[config.mk]
export PLATFORM = sky130hd
export DESIGN_NAME = overlay_mixer
export DESIGN_NICKNAME = d
export VERILOG_FILES = /design/src/rtl/overlay_pkg.sv /design/src/rtl/reveal_fsm.sv /design/src/rtl/overlay_mixer.sv
export SDC_FILE = /design/constraint.sdc
export NUM_CORES = 1
export LEC_CHECK = 0
export CAP_MARGIN = 20
export CORE_MARGIN = 2
export CORE_UTILIZATION = 50
export DETAILED_ROUTE_END_ITERATION = 6
export PLACE_DENSITY = 0.84
export SYNTH_ARGS = -nofsm -noshare
export SYNTH_HDL_FRONTEND = slang
export SYNTH_SLANG_ARGS = --single-unit
[constraint.sdc]
create_clock -name clk -period 3.9 [get_ports clk]
set_clock_uncertainty 0.05 [all_clocks]
set_input_delay 0.39 -clock clk [delete_from_list [all_inputs] [get_ports clk]]
set_output_delay 0.39 -clock clk [all_outputs]
set_load 0.05 [all_outputs]
[src/rtl/overlay_pkg.sv]
// Shared overlay definitions: transparent colour key, wipe FSM states,
// visible line count and the stage-1 pixel bundle.
package overlay_pkg;

  localparam logic [5:0] COLOR_TRANSPARENT = 6'b100001;
  localparam int         V_VISIBLE         = 480;

  typedef enum logic [1:0] {
    IDLE   = 2'd0,
    REVEAL = 2'd1,
    SHOWN  = 2'd2,
    HIDE   = 2'd3
  } reveal_state_e;

  typedef struct packed {
    logic       active;
    logic       hsync;
    logic       vsync;
    logic [9:0] y;
    logic [5:0] bg_rgb;
    logic [5:0] ov_rgb;
  } pixel_s;

  // Blanked pixel with syncs deasserted (active-low).
  localparam pixel_s PIXEL_IDLE = '{active: 1'b0, hsync: 1'b1, vsync: 1'b1,
                                    y: '0, bg_rgb: '0, ov_rgb: '0};

endpackage

[src/rtl/reveal_fsm.sv]
// Frame-edge detector and wipe FSM that moves the reveal boundary row by
// REVEAL_STEP once per frame, saturating at 0 and V_VISIBLE.
module reveal_fsm
  import overlay_pkg::*;
#(
  parameter int REVEAL_STEP = 4,
  parameter int V_VISIBLE   = overlay_pkg::V_VISIBLE
) (
  input  logic       clk,
  input  logic       reset,
  input  logic       vsync_s1,
  input  logic       ov_enable,
  output logic [9:0] reveal_line
);

  localparam logic [10:0] STEP = 11'(REVEAL_STEP);
  localparam logic [10:0] VMAX = 11'(V_VISIBLE);

  reveal_state_e state, state_nxt;
  logic [9:0]    line_nxt;
  logic          vsync_prev;
  logic          frame_edge;
  logic [10:0]   up_sum, dn_diff;
  logic          inc_full, dec_empty;

  // NOTE: sequential state uses non-blocking assignments so every register
  // samples pre-edge values regardless of statement order.
  always_ff @(posedge clk or posedge reset) begin
    if (reset) begin
      vsync_prev  <= 1'b1;
      state       <= IDLE;
      reveal_line <= '0;
    end else begin
      vsync_prev  <= vsync_s1;
      state       <= state_nxt;
      reveal_line <= line_nxt;
    end
  end

  assign frame_edge = vsync_prev & ~vsync_s1;

  // 11-bit arithmetic so neither direction can wrap before clamping.
  assign up_sum    = {1'b0, reveal_line} + STEP;
  assign dn_diff   = {1'b0, reveal_line} - STEP;
  assign inc_full  = up_sum >= VMAX;
  assign dec_empty = {1'b0, reveal_line} <= STEP;

  // NOTE: defaults first keep every output driven on all paths (no latches).
  always_comb begin
    state_nxt = state;
    line_nxt  = reveal_line;
    if (frame_edge) begin
      if (ov_enable && state != SHOWN) begin
        state_nxt = inc_full ? SHOWN : REVEAL;
        line_nxt  = inc_full ? VMAX[9:0] : up_sum[9:0];
      end else if (!ov_enable && state != IDLE) begin
        state_nxt = dec_empty ? IDLE : HIDE;
        line_nxt  = dec_empty ? 10'd0 : dn_diff[9:0];
      end
    end
  end

endmodule

[src/rtl/overlay_mixer.sv]
// Two-stage pixel pipeline compositing an emblem overlay above a wipe
// boundary onto the background, with syncs delayed to match.
module overlay_mixer
#(
  parameter int REVEAL_STEP = 4,
  parameter int V_VISIBLE   = overlay_pkg::V_VISIBLE
) (
  input  logic       clk,
  input  logic       reset,
  input  logic [9:0] x,
  input  logic [9:0] y,
  input  logic       active,
  input  logic       hsync,
  input  logic       vsync,
  input  logic [5:0] bg_rgb,
  input  logic [5:0] ov_rgb,
  input  logic       ov_enable,
  output logic [5:0] rgb_out,
  output logic       hsync_out,
  output logic       vsync_out,
  output logic [9:0] reveal_line
);

  import overlay_pkg::*;

  pixel_s s1;
  logic   show_ov;
  logic   unused_x;

  // The wipe is purely row-based; the column is accepted for interface symmetry.
  assign unused_x = ^x;

  // NOTE: asynchronous reset forces the pipeline inactive without a clock edge.
  always_ff @(posedge clk or posedge reset) begin
    if (reset) begin
      s1 <= PIXEL_IDLE;
    end else begin
      s1 <= '{active: active, hsync: hsync, vsync: vsync,
              y: y, bg_rgb: bg_rgb, ov_rgb: ov_rgb};
    end
  end

  reveal_fsm #(
    .REVEAL_STEP (REVEAL_STEP),
    .V_VISIBLE   (V_VISIBLE)
  ) u_fsm (
    .clk         (clk),
    .reset       (reset),
    .vsync_s1    (s1.vsync),
    .ov_enable   (ov_enable),
    .reveal_line (reveal_line)
  );

  assign show_ov = s1.active && (s1.ov_rgb != COLOR_TRANSPARENT) && (s1.y < reveal_line);

  always_ff @(posedge clk or posedge reset) begin
    if (reset) begin
      rgb_out   <= '0;
      hsync_out <= 1'b1;
      vsync_out <= 1'b1;
    end else begin
      hsync_out <= s1.hsync;
      vsync_out <= s1.vsync;
      if (!s1.active)   rgb_out <= '0;
      else if (show_ov) rgb_out <= s1.ov_rgb;
      else              rgb_out <= s1.bg_rgb;
    end
  end

endmodule

# Yosys cells after proc, flatten, opt, wreduce, memory -nomap -nowiden
# Cells that the tools add are included.
# Widths: inputs -> output; s select.
[op_classes] order_cmp=3 add_sub_neg=2 mux=10 n_shift=0 bitwise_logic=2 n_div=0 n_eq_ne=2 n_reduce_logical=8 mul=0
[op_table] cell="$mux 10" n=4
[op_table] cell="$mux 6" n=2
[op_table] cell="$add 10x3->11 const B" n=1
[op_table] cell="$ge 11x9->1 const B" n=1
[op_table] cell="$le 10x3->1 const B" n=1
[op_table] cell="$lt 10x10->1" n=1
[op_table] cell="$sub 10x3->10 const B" n=1
[op_table] cell="$mux 2" n=4
[op_table] cell="$ne 6x6->1 const B" n=1
[op_table] cell="$logic_and 1x1->1" n=4
[op_table] cell="$reduce_bool 2->1" n=2
[op_table] cell="$ne 2x2->1 const B" n=1
[op_table] cell="$reduce_and 2->1" n=1
[op_table] cell="$and 1x1->1" n=1
[op_table] cell="$logic_not 1->1" n=1
[op_table] cell="$not 1->1" n=1
[totals] input_bits=38 ff_bits=45 ram_bits=0 latchBits=0 n_memories=0 wordCells=38 out_inout_bits=18 romBits=0

# Logic depth before layout (Yosys ltp)
[logic_depth] word_depth=5 ltp_mapped=9 mapped_depth_nobuf=7

# Modules after synthesis
# From an unflattened synthesis, not the netlist that was laid out.
[unflattened] hier_cells=199 hier_area_um2=2109.5
[by_module_without_submodules] module="overlay_mixer" cells_per_inst=85 instances=1 area_each_um2=1194.9 seq_area_each_um2=830.8
[by_module_without_submodules] module="reveal_fsm" cells_per_inst=114 instances=1 area_each_um2=914.6 seq_area_each_um2=276.5

# Worst setup path before layout
# OpenSTA, ideal clock, no wires.
[synth_timing] path_kind="register to register" from="register u_fsm.reveal_line[8]" to="register rgb_out[1]" setup_ns=0.135 path_stages_with_launch=8 required_time_ns=3.715 n_path_buf=1 setup_slack_ns=1.607 t_arrival_ns=2.107 period_less_slack_ns=2.293 cell_sequence="dfrtp_1 -> inv_1 -> ha_1 -> a21o_1 -> a32o_1 -> nor3_1 -> clkbuf_1 -> o21ai_0"
[synth_between] elab_chain_len=4
[synth_rtl] item="from (decl)" line="reveal_fsm.sv:13" rtl="output logic [9:0] reveal_line"
[synth_rtl] item="from (signal assigned)" line="reveal_fsm.sv:36" rtl="reveal_line <= line_nxt;"
[synth_rtl] item="$lt 10x10->1" line="overlay_mixer.sv:54" rtl="assign show_ov = s1.active && (s1.ov_rgb != COLOR_TRANSPARENT) && (s1.y < reveal_line);"
[synth_rtl] item="$logic_and 1x1->1" line="overlay_mixer.sv:54"
[synth_rtl] item="$mux 6" line="overlay_mixer.sv:65" rtl="else if (show_ov) rgb_out <= s1.ov_rgb;"
[synth_rtl] item="$mux 6" line="overlay_mixer.sv:64" rtl="if (!s1.active) rgb_out <= '0;"
[synth_rtl] item="to (signal assigned)" line="overlay_mixer.sv:65"
[synth_rtl] item="to (signal assigned)" line="overlay_mixer.sv:66" rtl="else rgb_out <= s1.bg_rgb;"
[synth_rtl] item="to (decl)" line="overlay_mixer.sv:18" rtl="output logic [5:0] rgb_out,"
# No other way between the ends.
# A chain may end at the register's enable or synchronous reset.

# Worst setup path in the final report
[layout_timing] from="register u_fsm.reveal_line[9]" to="register rgb_out[4]"
# The elaborated chain is that of the path after synthesis.

==> metrics <==
final hold violation count 0; first-pass GRT wire length 6451 microns; CTS Buf Count 5; NetSw ~740 uW; CTS Root Cell clkbuf_8; Pint 1046 uW; Clock power frac between 20% and 30%; element type at the critical path start flip-flop; max-slew violations 0; HP Start s1[23]$_DFF_PP1_; Worst Path Buf+Inv 1; Peak VDD IR about 0.38 mV; CTS Sinks slightly above 40; Netlist cell types 50; Placement Setup Slack ~1400 ps; CTS tree built; setup TNS 0 ps; Core Region 3689 sq um; pin count of the biggest net entering global routing 42; I/O pin total 56; CP Capture Type flip-flop; register area share after synthesis 53.68%; total gr overflow 0; cell taking the most area after synthesis dfrtp_1; post-DP HPWL ~2700 microns; Routed WL around 3900 microns; Hold Path Sink hsync_out$_DFF_PP1_; final net count 266; hold crit path type flip-flop to flip-flop; period utilization 65.34%; met3 usage 5.281%; full die area 4353 sq um; Post-route DRC 0; internal reg-to-reg setup slack approximately 1400 ps; ys flop type dfrtp_1; synth warn 0; layout cells sized above 1 11.93%; Final setup viols 0; initial DRC count 97; vias in the first global route 1377; Worst-path clk slew 80 ps; WP depth 5; synth top area cells dfrtp_1, ha_1, dfstp_2; M2 GR Usage 29.29%; GP Congestion roughly 0.87; Leak 0.001088 uW; Port Buffer Count between 40 and 50; hold depth 0; vias per cell 5.515; Cell Area, Synth 1921 sq um; Antenna Nets Post-Route 0; met1 GRT Util 28.06%; vias 1467; Worst Path Required between 3000 and 4000 ps; Synth Instances 175; Mean Syn Cell Area 10.97 sq um; starting density of the core 52.07%; GR Util All Layers just over 20%; EDFF count, synth 0; Die Wd 65.98 microns; CP max stage cell nor3_1; Worst slew margin 38.43%; Final WS setup about 1400 ps; wire per inst about 15 microns; Layout area overhead 29.45%; Crit path max-delay family simple AND/OR/NAND/NOR gates; RSZ-0062 raised after global routing false; post-CTS resize count 0; Logic pwr share 42.5%; Worst R2R Start u_fsm.reveal_line[9]$_DFFE_PP0P_; # rows 22; switching part of the total 41.34%; Max H-tree Level 2; critical path cell sequence inv_1, ha_1, a32o_1, nor3_1, o21ai_0; area share of the leading cell type in the synthesized netlist 48.21%; status finished, final reports clean; R2R cell count 5; initial antenna violation count 0; CP peak stage delay ~740 ps; Worst Path Class, Setup flip-flop to flip-flop; postcts setup bufs 0; GRT busiest layer met2; CP max FO 12; CTS max path bufs 2; async set or reset register ratio after synthesis 100.0%; worst path arrival time roughly 2600 ps; Post-CTS Hold Buffers 0; worst r2r dst rgb_out[4]$_DFF_PP0_; Inserted Diodes 0; Clk Latency, worst-skew pair 300 ps; Die Y 65.98 microns; final critical-path required period 2548 ps; Seq pwr share 34.3%; Peak Freq 392.4 MHz; flops & latches, synth a little over 40; pwr/cell area 717.2 nW/um^2; DRT Pass-1 Iters 4; # Max-Cap Violations 0; Worst Max-Slew Pin Slew 916.6 ps
flip-flops by register name, indices dropped and copies added, names as in the netlist:
name / cells
s1: 23
u_fsm.state: 2
rgb_out: 6
u_fsm.reveal_line: 8
hsync_out: 1
u_fsm.vsync_prev: 1
logic make-up (layout without fill, tap and decap cells):
kind of cell / Yosys count / count (layout) / synth area share [%]
buffers and inverters: 21 / 63 / 5.342
adder cells (fa/ha/maj): 11 / 11 / 7.166
AND/OR/NAND/NOR: 49 / 49 / 14.66
other: 1 / 2 / 0.1953
flip-flops: 41 / 41 / 53.68
XOR/XNOR: 4 / 4 / 1.824
AO/OA/AOI/OAI: 48 / 48 / 17.13
how the worst max path moves through the flow:
stage,slack [ps],endpoint,from
2_1_floorplan,1610,rgb_out[1]$_DFF_PP0_,u_fsm.reveal_line[8]$_DFFE_PP0P_
3_3_place_gp,1460,u_fsm.reveal_line[4]$_DFFE_PP0P_,ov_enable
3_5_place_dp,1420,rgb_out[4]$_DFF_PP0_,u_fsm.reveal_line[9]$_DFFE_PP0P_
4_1_cts,1380,rgb_out[4]$_DFF_PP0_,u_fsm.reveal_line[9]$_DFFE_PP0P_
5_1_grt,1050,rgb_out[4]$_DFF_PP0_,u_fsm.reveal_line[9]$_DFFE_PP0P_
6_report,1350,rgb_out[4]$_DFF_PP0_,u_fsm.reveal_line[9]$_DFFE_PP0P_
routing by layer:
metal	up-vias	wire length, microns
li1	708	-
met1	697	1724
met2	52	1858
met3	10	217
met4	0	109
met5	-	0
placed cells by master, fill, tap and decap left out, types with 5 or more instances in the layout:
master           count
dfrtp_1             37
nor2_1               7
o21ai_0             16
nand2_1             16
ha_1                11
inv_1               13
a21oi_1              7
nand3_1              5
clkdlybuf4s50_1     41
clkbuf_8             5
synthesized netlist by cell type, types with 2 or more instances:
cell type and n:
dfrtp_1 37, nand2_1 16, o21ai_0 16, inv_1 13
ha_1 11, a21oi_1 7, nor2_1 7, nand3_1 5
buf_4 4, dfstp_2 4, a211oi_1 3, a31oi_1 3
nor3_1 3, a221o_1 2, a221oi_1 2, and2_1 2
clkbuf_1 2, nand2b_1 2, nor2b_1 2, o211ai_1 2
xnor2_1 2, xor2_1 2
stage by stage:
step           cell area (sq um)  cells  hold slack [ps]  util (%)  power (uW)
3_3_place_gp                2349    258            296.9     63.67        1345
4_1_cts                     2486    266            311.5     67.40        1787
6_report                    2486    266            311.1     67.40        1783
3_5_place_dp                2349    258            297.3     63.67        1363
2_1_floorplan               1924    176            295.2         -        1153
5_1_grt                     2486    266            320.3     67.40        1886
power by group through the flow:
stage	clock (uW)	sequential (uW)	combinational, uW
6_report	413	612	757
5_1_grt	440	626	820
4_1_cts	417	612	757
3_5_place_dp	0	617	746
3_3_place_gp	0	617	728
2_1_floorplan	0	762	391
cell type report:
class | instances | area [sq um]
multi-input cells | 114 | 790.8
fillers | 287 | 1202
clock inverters | 3 | 68.82
inverters | 13 | 48.80
well taps | 48 | 60.06
clock buffers | 5 | 68.82
repair buffers | 42 | 417.9
flip-flops and latches | 41 | 1031
Power figures use the tool's default switching activity.
